## src/rtl/qos_pkg.sv

```systemverilog
// Shared constants and types for the QoS arbitration mux.
// Holds the mode selectors, FSM state encoding and default geometry.
package qos_pkg;

  localparam int QOS_MODE_STRICT = 0;
  localparam int QOS_MODE_RR     = 1;

  localparam int QOS_WIDTH = 12;
  localparam int QOS_NCH   = 4;

  typedef enum logic [1:0] {
    ST_IDLE   = 2'd0,
    ST_ACTIVE = 2'd1,
    ST_STALL  = 2'd2
  } qos_state_e;

endpackage

```

## src/rtl/qos_arb_mux_rr_arbiter.sv

```systemverilog
// Combinational channel picker: strict priority from index 0, or a wrapping
// search starting at rr_ptr. Produces a one-hot grant plus its index when go is set.
module rr_arbiter
  import qos_pkg::*;
#(
  parameter int NCH  = QOS_NCH,
  parameter int MODE = QOS_MODE_STRICT,
  localparam int PTR_W = $clog2(NCH)
) (
  input  logic [NCH-1:0]   req,
  input  logic [PTR_W-1:0] rr_ptr,
  input  logic             go,
  output logic [NCH-1:0]   grant,
  output logic [PTR_W-1:0] grant_idx
);

  logic [PTR_W-1:0] base;
  logic [PTR_W-1:0] cand;
  logic             found;

  assign base = (MODE == QOS_MODE_RR) ? rr_ptr : '0;

  // NOTE: every variable written in a combinational block gets a default at the
  // top, so no path leaves it unassigned and no latch is inferred.
  always_comb begin
    grant     = '0;
    grant_idx = '0;
    found     = 1'b0;
    cand      = '0;
    for (int k = 0; k < NCH; k++) begin
      cand = PTR_W'((int'(base) + k) % NCH);
      if (go && !found && req[cand]) begin
        found           = 1'b1;
        grant[cand]     = 1'b1;
        grant_idx       = cand;
      end
    end
  end

endmodule

```

## src/rtl/qos_arb_mux.sv

```systemverilog
// Arbitrates NCH FWFT class FIFOs into one downstream FIFO: drives pops,
// registers the granted word with a valid strobe and keeps per-channel grant counts.
module qos_arb_mux
  import qos_pkg::*;
#(
  parameter int WIDTH = QOS_WIDTH,
  parameter int NCH   = QOS_NCH,
  parameter int MODE  = QOS_MODE_STRICT,
  parameter int CNT_W = 8
) (
  input  logic                 clk,
  input  logic                 reset_L,
  input  logic [NCH-1:0]       fifo_empty,
  input  logic [NCH*WIDTH-1:0] fifo_data,
  input  logic                 dst_almost_full,
  input  logic                 enable,
  output logic [NCH-1:0]       pop,
  output logic [WIDTH-1:0]     data_out,
  output logic                 valid_out,
  output logic [NCH*CNT_W-1:0] grant_cnt
);

  localparam int PTR_W = $clog2(NCH);

  logic [NCH-1:0]            req;
  logic                      any_req;
  logic                      go;
  logic [NCH-1:0]            grant;
  logic [PTR_W-1:0]          grant_idx;
  logic [PTR_W-1:0]          rr_ptr;
  logic [NCH-1:0][WIDTH-1:0] fifo_word;
  logic [NCH-1:0][CNT_W-1:0] cnt_q;
  qos_state_e                state_q, state_d;

  assign req       = ~fifo_empty;
  assign any_req   = |req;
  assign go        = enable & ~dst_almost_full & any_req;
  assign fifo_word = fifo_data;
  assign grant_cnt = cnt_q;

  rr_arbiter #(
    .NCH  (NCH),
    .MODE (MODE)
  ) u_arbiter (
    .req       (req),
    .rr_ptr    (rr_ptr),
    .go        (go),
    .grant     (grant),
    .grant_idx (grant_idx)
  );

  // Pops must be quiet while reset is held, even though grants are combinational.
  assign pop = reset_L ? grant : '0;

  // NOTE: sequential state uses non-blocking assignments so every register
  // samples pre-edge values regardless of block ordering.
  always_ff @(posedge clk or negedge reset_L) begin
    if (!reset_L) begin
      data_out  <= '0;
      valid_out <= 1'b0;
    end else begin
      valid_out <= go;
      if (go) data_out <= fifo_word[grant_idx];
    end
  end

  // NOTE: counters and pointer are plain flops, so they take the async reset;
  // only storage arrays (none here) would be left unreset.
  always_ff @(posedge clk or negedge reset_L) begin
    if (!reset_L) begin
      cnt_q <= '0;
    end else if (go) begin
      cnt_q[grant_idx] <= cnt_q[grant_idx] + CNT_W'(1);
    end
  end

  always_ff @(posedge clk or negedge reset_L) begin
    if (!reset_L) begin
      rr_ptr <= '0;
    end else if (MODE == QOS_MODE_RR && go) begin
      rr_ptr <= (grant_idx == PTR_W'(NCH - 1)) ? '0 : grant_idx + PTR_W'(1);
    end
  end

  always_ff @(posedge clk or negedge reset_L) begin
    if (!reset_L) state_q <= ST_IDLE;
    else          state_q <= state_d;
  end

  // The state only tracks traffic conditions; grants never wait on it.
  always_comb begin
    state_d = state_q;
    case (state_q)
      ST_IDLE: begin
        if (go)           state_d = ST_ACTIVE;
        else if (any_req) state_d = ST_STALL;
      end
      ST_ACTIVE: begin
        if (!any_req)     state_d = ST_IDLE;
        else if (!go)     state_d = ST_STALL;
      end
      ST_STALL: begin
        if (go)           state_d = ST_ACTIVE;
        else if (!any_req) state_d = ST_IDLE;
      end
      default:            state_d = ST_IDLE;
    endcase
  end

endmodule
```

## config.mk

```make
export PLATFORM = sky130hd
export DESIGN_NAME = qos_arb_mux
export DESIGN_NICKNAME = d
export VERILOG_FILES = /design/src/rtl/qos_pkg.sv /design/src/rtl/qos_arb_mux_rr_arbiter.sv /design/src/rtl/qos_arb_mux.sv
export SDC_FILE = /design/constraint.sdc
export NUM_CORES = 1
export LEC_CHECK = 0
export ABC_AREA = 1
export BUFFER_PORTS_ARGS = -buffer_cell sky130_fd_sc_hd__buf_2
export CAP_MARGIN = 40
export CORE_MARGIN = 2
export CORE_UTILIZATION = 45
export DETAILED_ROUTE_END_ITERATION = 7
export GPL_TIMING_DRIVEN = 0
export PLACE_DENSITY = 0.82
export SKIP_LAST_GASP = 1
export SLEW_MARGIN = 20
export SYNTH_ARGS = -nofsm -noshare
export SYNTH_HDL_FRONTEND = slang
export SYNTH_SLANG_ARGS = --single-unit
export TNS_END_PERCENT = 30
```

## constraint.sdc

```tcl
create_clock -name clk -period 2.1 [get_ports clk]
set_input_delay 0.42 -clock clk [delete_from_list [all_inputs] [get_ports clk]]
set_output_delay 0.42 -clock clk [all_outputs]
set_load 0.02 [all_outputs]
```

==> results of run 1 <==
[stage by stage]
step / total power, mW / worst slack, ns / hold slack (ns)
after floorplan: 1.88 / 0.0842 / 0.124
after global placement: 2.22 / -0.324 / 0.487
after detailed placement: 2.26 / -0.374 / 0.441
after CTS: 2.91 / 0.00378 / 0.120
after global routing: 3.07 / -0.117 / 0.0679
final: 2.92 / 0.00143 / 0.0524
[per-layer routing]
layer  vias up  track usage  routed length (um)
met4         0        0.102                 104
met5         -            0                   0
met2       113        0.381                3770
met3        11       0.0409                 435
met1      1242        0.316                3230
li1       1280            -                   -
[worst min-delay path by stage]
stage	from	to	slack (ns)	depth (start not counted)
5_1_grt	reset_L	grant_cnt[13]	0.07	1
3_3_place_gp	grant_cnt[24]	grant_cnt[24]	0.49	2
3_5_place_dp	reset_L	grant_cnt[30]	0.44	1
2_1_floorplan	reset_L	data_out[0]	0.12	0
4_1_cts	reset_L	grant_cnt[13]	0.12	1
6_report	reset_L	grant_cnt[13]	0.05	1
[power by group]
group / total, mW / internal (mW) / switching, mW
Sequential: 1.19 / 1.05 / 0.135
Clock: 0.632 / 0.346 / 0.286
Combinational: 1.10 / 0.386 / 0.712
Total: 2.92 / 1.78 / 1.13
[cell usage after synthesis (all sizes together)]
library cell / instances / share of area
clkbuf: 6 / 0.0089
dfrtp: 45 / 0.44
buf: 7 / 0.020
nand4: 3 / 0.018
o21ai: 21 / 0.043
or2: 2 / 0.0049
nor4: 1 / 0.0025
a22oi: 13 / 0.038
inv: 38 / 0.056
nand2: 102 / 0.16
ha: 1 / 0.0049
nor2: 41 / 0.085
a21oi: 1 / 0.0020
nand3: 24 / 0.058
o21bai: 2 / 0.0074
nand3b: 1 / 0.0030
a41oi: 12 / 0.041
[what timing repair did]
action                     4_1_cts  5_1_grt
setup endpoints to repair       10       17
gates resized for setup          3        3
pin swaps                        2        3
setup buffers                    2        6
[final cells by class]
| class | instances | area, um2 | share of cell area |
|---|---|---|---|
| multi-input combinational | 224 | 1210 | 0.359 |
| sequential | 45 | 1130 | 0.335 |
| timing repair buffer | 113 | 611 | 0.182 |
| inverter | 38 | 143 | 0.0424 |
| tap | 72 | 90.1 | 0.0268 |
| buffer | 13 | 82.6 | 0.0246 |
| clock buffer | 5 | 68.8 | 0.0205 |
| clock inverter | 2 | 35.0 | 0.0104 |
[worst max-delay path, cell delays in order]
cell and delay [ns]:
buf_2 0.11, nand2_1 0.13, o21ai_0 0.41, nor2_2 0.11, inv_1 0.26, nor2_1 0.07, buf_2 0.17
[registers in the layout, summed over array words and instances, names as in the netlist]
register   flops
data_out      12
valid_out      1
grant_cnt     32
[cells in the final DEF (no fill, tap or decap), types with 2 or more instances in the layout]
cell,netlist,final
a22oi_1,13,13
a41oi_1,12,12
buf_2,4,106
buf_4,1,8
buf_6,2,4
clkbuf_1,6,6
clkbuf_8,0,5
dfrtp_1,45,45
inv_1,32,31
inv_2,6,7
nand2_1,91,91
nand2_2,10,10
nand3_1,20,20
nand3_2,3,3
nand4_4,1,2
nor2_1,32,32
nor2_2,3,3
nor2_4,5,5
o21ai_0,9,9
o21ai_1,11,11
or2_0,2,2
[cell families after synthesis]
family,Yosys count,synth area share
AND/OR/NAND/NOR,174,0.335
buffers and inverters,51,0.0847
flip-flops,45,0.443
AO/OA/AOI/OAI,49,0.132
adder cells (fa/ha/maj),1,0.00493
==> impl_results.md, run 1 <==
- Die area: 0.00626 mm2
- Initial DRC Count: 239
- Startpoint Class: input port
- Via Count: roughly 2600
- Fraction of layout cells with a size suffix above 1: 0.370
- Crit end category: output port
- Largest net degree at the start of global routing: 25
- Status: complete, no violations
- Total Nets Final: slightly below 500
- Placed cell areas: between 0.003 and 0.004 mm2
- Total core area: between 0.005 and 0.006 mm2
- Slew margin rel.: 0.609
- WS Path Type: input port to output port
- Period utilisation layout: 0.999
- I/O pins: ~110
- Register-to-register setup slack: between 0.4 and 0.5 ns
- Final global-route overflow total: 0
- Max-cap violations: 0
- Yosys reg bits: 45
- Sink Count: 45
- Fmax achieved: around 480 MHz
- Num CTS Buffers: 5
- Post-synthesis cell count: 320
- Slew Limit Fails: 0
- Fin. Hold Viols: 0
- Buffers on Ports: 104
- First-pass GRT wire length: 11700 um
- Crit path capture: pop[0]
- Mapped Nets: 377
- Post-Route Utilization: 0.615
- Clock skew: 0.00506 ns
- Min cycle time layout: 2.10 ns
- Die Wd: 79.1 um
- Routed wire length: 7540 um
- Clk_lat worst skew: 0.29 ns
- Ant. Diodes: 0
- Post-route setup TNS: 0 ns
- Netlist cell types: 31
- H-tree Lvls: 2
- Hold Crit Class: input port to asynchronous set/reset pin
- Core Rows: 27
- Vias in the first global route: 2431
- Fill cells: around 500
- Critical Path RT: around 1.7 ns
- Finished layout cell area: 0.00336 mm2
- RR Endpoint: grant_cnt[30]
- Crit path from: fifo_empty[2]
- DRC: 0
- CTS tree: built
- Tot GR Track Use: 0.238
- Clk slew on worst S/H paths: 0.08 ns
- Vias/cell: 5.17
- VDD IR max: 0.538 mV
- Sequential-to-total area share from yosys stat: 0.443
- Worst R2R Path Depth: 10
- Root buffer cell: clkbuf_8
- Area growth, synth to finish: 32.4%
- Final RePlAce weighted congestion: around 0.90
- Worst reg2reg path startpoint: grant_cnt[8]
- Synthesized area per cell: around 7.9 um2
- First drt pass iteration count: 5
- Dpl cells: between 400 and 500
- RSZ-0062 raised after global routing: true
- Leakage: 1.79 nW
- Antenna viol nets, final: 0
- Die height: 79.1 um
- Power Density: roughly 870 mW/mm2
- Avg WL per Cell: around 15 um
- Initial antenna violation count: 0
- Synth warn: 0
- Hold_buf cts: 0
- Crit Path Max Fanout: 8
- Netlist Area Pre-Place: 0.00254 mm2
- Bufs on Longest Clock Path: 2
- WP data arrival: 1.68 ns
- Initial cell density of the core: 0.464
- Detail Placement HPWL: 5460 um
- Slew at the pin with the worst max-slew slack: between 0.5 and 0.6 ns
- Cell Count, Final, Fillers Out: 512
- Final setup violating endpoints: 0
(Power assumes the default switching activity.)
==> run 2: changes to the inputs <==
--- a/config.mk
+++ b/config.mk
@@ -8,7 +8,6 @@
 export ABC_AREA = 1
 export BUFFER_PORTS_ARGS = -buffer_cell sky130_fd_sc_hd__buf_2
 export CAP_MARGIN = 40
-export CORE_MARGIN = 2
 export CORE_UTILIZATION = 45
 export DETAILED_ROUTE_END_ITERATION = 7
 export GPL_TIMING_DRIVEN = 0
==> run 2 against run 1 <==
- critical path depth is the same
- flip-flop and latch count is the same
- combinational power is essentially flat
- via count grew 1.9%
- final area shrank 0.22%
- maximum frequency grew 2.9%
- critical endpoint is now pop[2]
==> impl_results.md, run 2 (synthesized netlist as in run 1, its figures left out) <==
- Crit end category: output port
- Met3 Use GR: 0.0405
- Leakage: 1.79 nW
- Routed wire length: approximately 7700 um
- Worst reg2reg path startpoint: grant_cnt[9]
- Cell class contributing the biggest share of worst-path delay: buffers and inverters
- Crit path largest cell delay: 0.32 ns
- Min cycle time layout: 2.04 ns
- WHS: 0.0389 ns
- Root buffer cell: clkbuf_8
- Worst R2R Path Depth: 9
- Fmax achieved: 490 MHz
- Core Rows: 26
- Worst path depth: 7
- Die height: 77.1 um
- Vias/cell: 5.26
- VDD IR max: about 0.5 mV
- Fraction of layout cells with a size suffix above 1: 0.372
- First drt pass iteration count: 4
- Die Wd: 77.1 um
- Total core area: 0.00527 mm2
- Slew at the pin with the worst max-slew slack: 0.582 ns
- Critical Path RT: between 1.5 and 2 ns
- Slew Limit Fails: 0
- WS Path Type: input port to output port
- Final setup violating endpoints: 0
- Crit path from: enable
- Hold_buf cts: 0
- Dpl ws: -0.372 ns
- WP data arrival: 1.62 ns
- GR peak layer: met2
- Final global-route overflow total: 0
- Buffers on Ports: 104
- Die area: 0.00595 mm2
- Sink Count: 45
- Slowest-stage cell, CP: clkbuf_1
- Clk slew on worst S/H paths: approximately 0.080 ns
- Area growth, synth to finish: 32.1%
- Via Count: 2696
- Grt met1 use: 0.342
- Fin worst setup slack: approximately 0.06 ns
- Worst path cell trace: buf_2 > inv_1 > nor2_4 > nand4_4 > clkbuf_1 > nor2_1 > buf_2
- First-pass GRT wire length: 11600 um
- H-tree Lvls: 2
- Total Nets Final: approximately 500
- Avg WL per Cell: 14.9 um
- Final RePlAce weighted congestion: 0.856
- Max reg flops: 32
- Initial cell density of the core: 0.482
- Crit Path Max Fanout: 10
- Power Density: about 840 mW/mm2
- Largest net degree at the start of global routing: 26
- Period utilisation layout: 0.971
- Crit path top cell by count: buf_2
- Fill cells: 458
- Initial antenna violation count: 0
- Num CTS Buffers: 5
- Clk_lat worst skew: roughly 0.3 ns
- Antenna viol nets, final: 0
- Vias in the first global route: roughly 2300
- CTS tree: built
- Status: complete, no violations
- DRC: 0
- Clock skew: 0.00511 ns
- Fin. Hold Viols: 0
- Slew margin rel.: 0.612
- RSZ-0062 raised after global routing: true
- Tot GR Track Use: 0.251
- Most common cell after layout, fill and taps aside: buf_2
- Detail Placement HPWL: between 5000 and 6000 um
- Commonest non-fill, non-tap cells in the layout: buf_2, nand2_1, dfrtp_1
- Bufs on Longest Clock Path: 2
- I/O pins: ~110
- Hold Crit Class: input port to asynchronous set/reset pin
- Max-cap violations: 0
- Initial DRC Count: 167
- Grt met2 use: 0.399
- Ant. Diodes: 0
- Worst path buffer plus inverter count: 4
- Startpoint Class: input port
run 2: cell types whose count changed in the layout (fill, tap and decap cells not counted):
cell,before,now
nand2_1,91,90
buf_4,8,10
o21ai_0,9,8
clkbuf_1,6,8
bufinv_16,1,0
clkbuf_2,0,1
clkinv_2,1,0
o21ai_1,11,12
nand2_2,10,11
run 2: layout make-up:
cell class | count | area [um2] | share of cell area
repair buffers | 115 | 626 | 0.186
inverters | 38 | 143 | 0.0425
well taps | 70 | 87.6 | 0.0261
multi-input cells | 224 | 1210 | 0.361
flip-flops and latches | 45 | 1130 | 0.336
plain buffers | 13 | 83.8 | 0.0250
clock buffers | 8 | 80.1 | 0.0239
run 2: worst reg2reg max path: cells and delay by family, from the launching register on:
family | cells | cell delay [ns]
buffers and inverters | 1 | 0.10
adders and majority gates | 1 | 0.20
AOI/OAI and AO/OA | 1 | 0.18
and+or+nand+nor | 6 | 0.61
DFF | 1 | 0.39
run 2: power breakdown:
group          switching [mW]  internal, mW  total (mW)
Sequential              0.135          1.05        1.19
Clock                   0.297         0.237       0.534
Combinational           0.710         0.390        1.10
run 2: routing by layer:
metal / routed length (um) / share of wire
met1: 3190 / 0.42
met3: 501 / 0.065
met4: 153 / 0.020
met5: 0 / 0
met2: 3830 / 0.50
run 2: stage by stage:
step	cell area [um2]	instances	TNS, ns	total power, mW	util
finish	3360	513	0	2.82	0.637
global route	3360	513	-0.0542	2.97	0.637
CTS	3270	504	-0.00484	2.79	0.621
detailed placement	3180	495	-5.00	2.27	0.603
global placement	3150	494	-4.45	2.22	0.597
floorplan	2540	320	0	1.88	-
run 2: final timing paths:
check	to	slack (ns)
setup / recovery	pop[2]	0.06
hold / removal	grant_cnt[5]	0.04
setup reg to reg	grant_cnt[30]	0.51
hold reg to reg	grant_cnt[30]	0.51
max in group asynchronous	data_out[0]	1.64
min in group clk	data_out[4]	0.40
run 2: repair_timing:
item,in CTS,in global routing
setup endpoints to repair,11,16
pin swaps,1,4
gates resized for setup,2,8
setup buffers,1,9
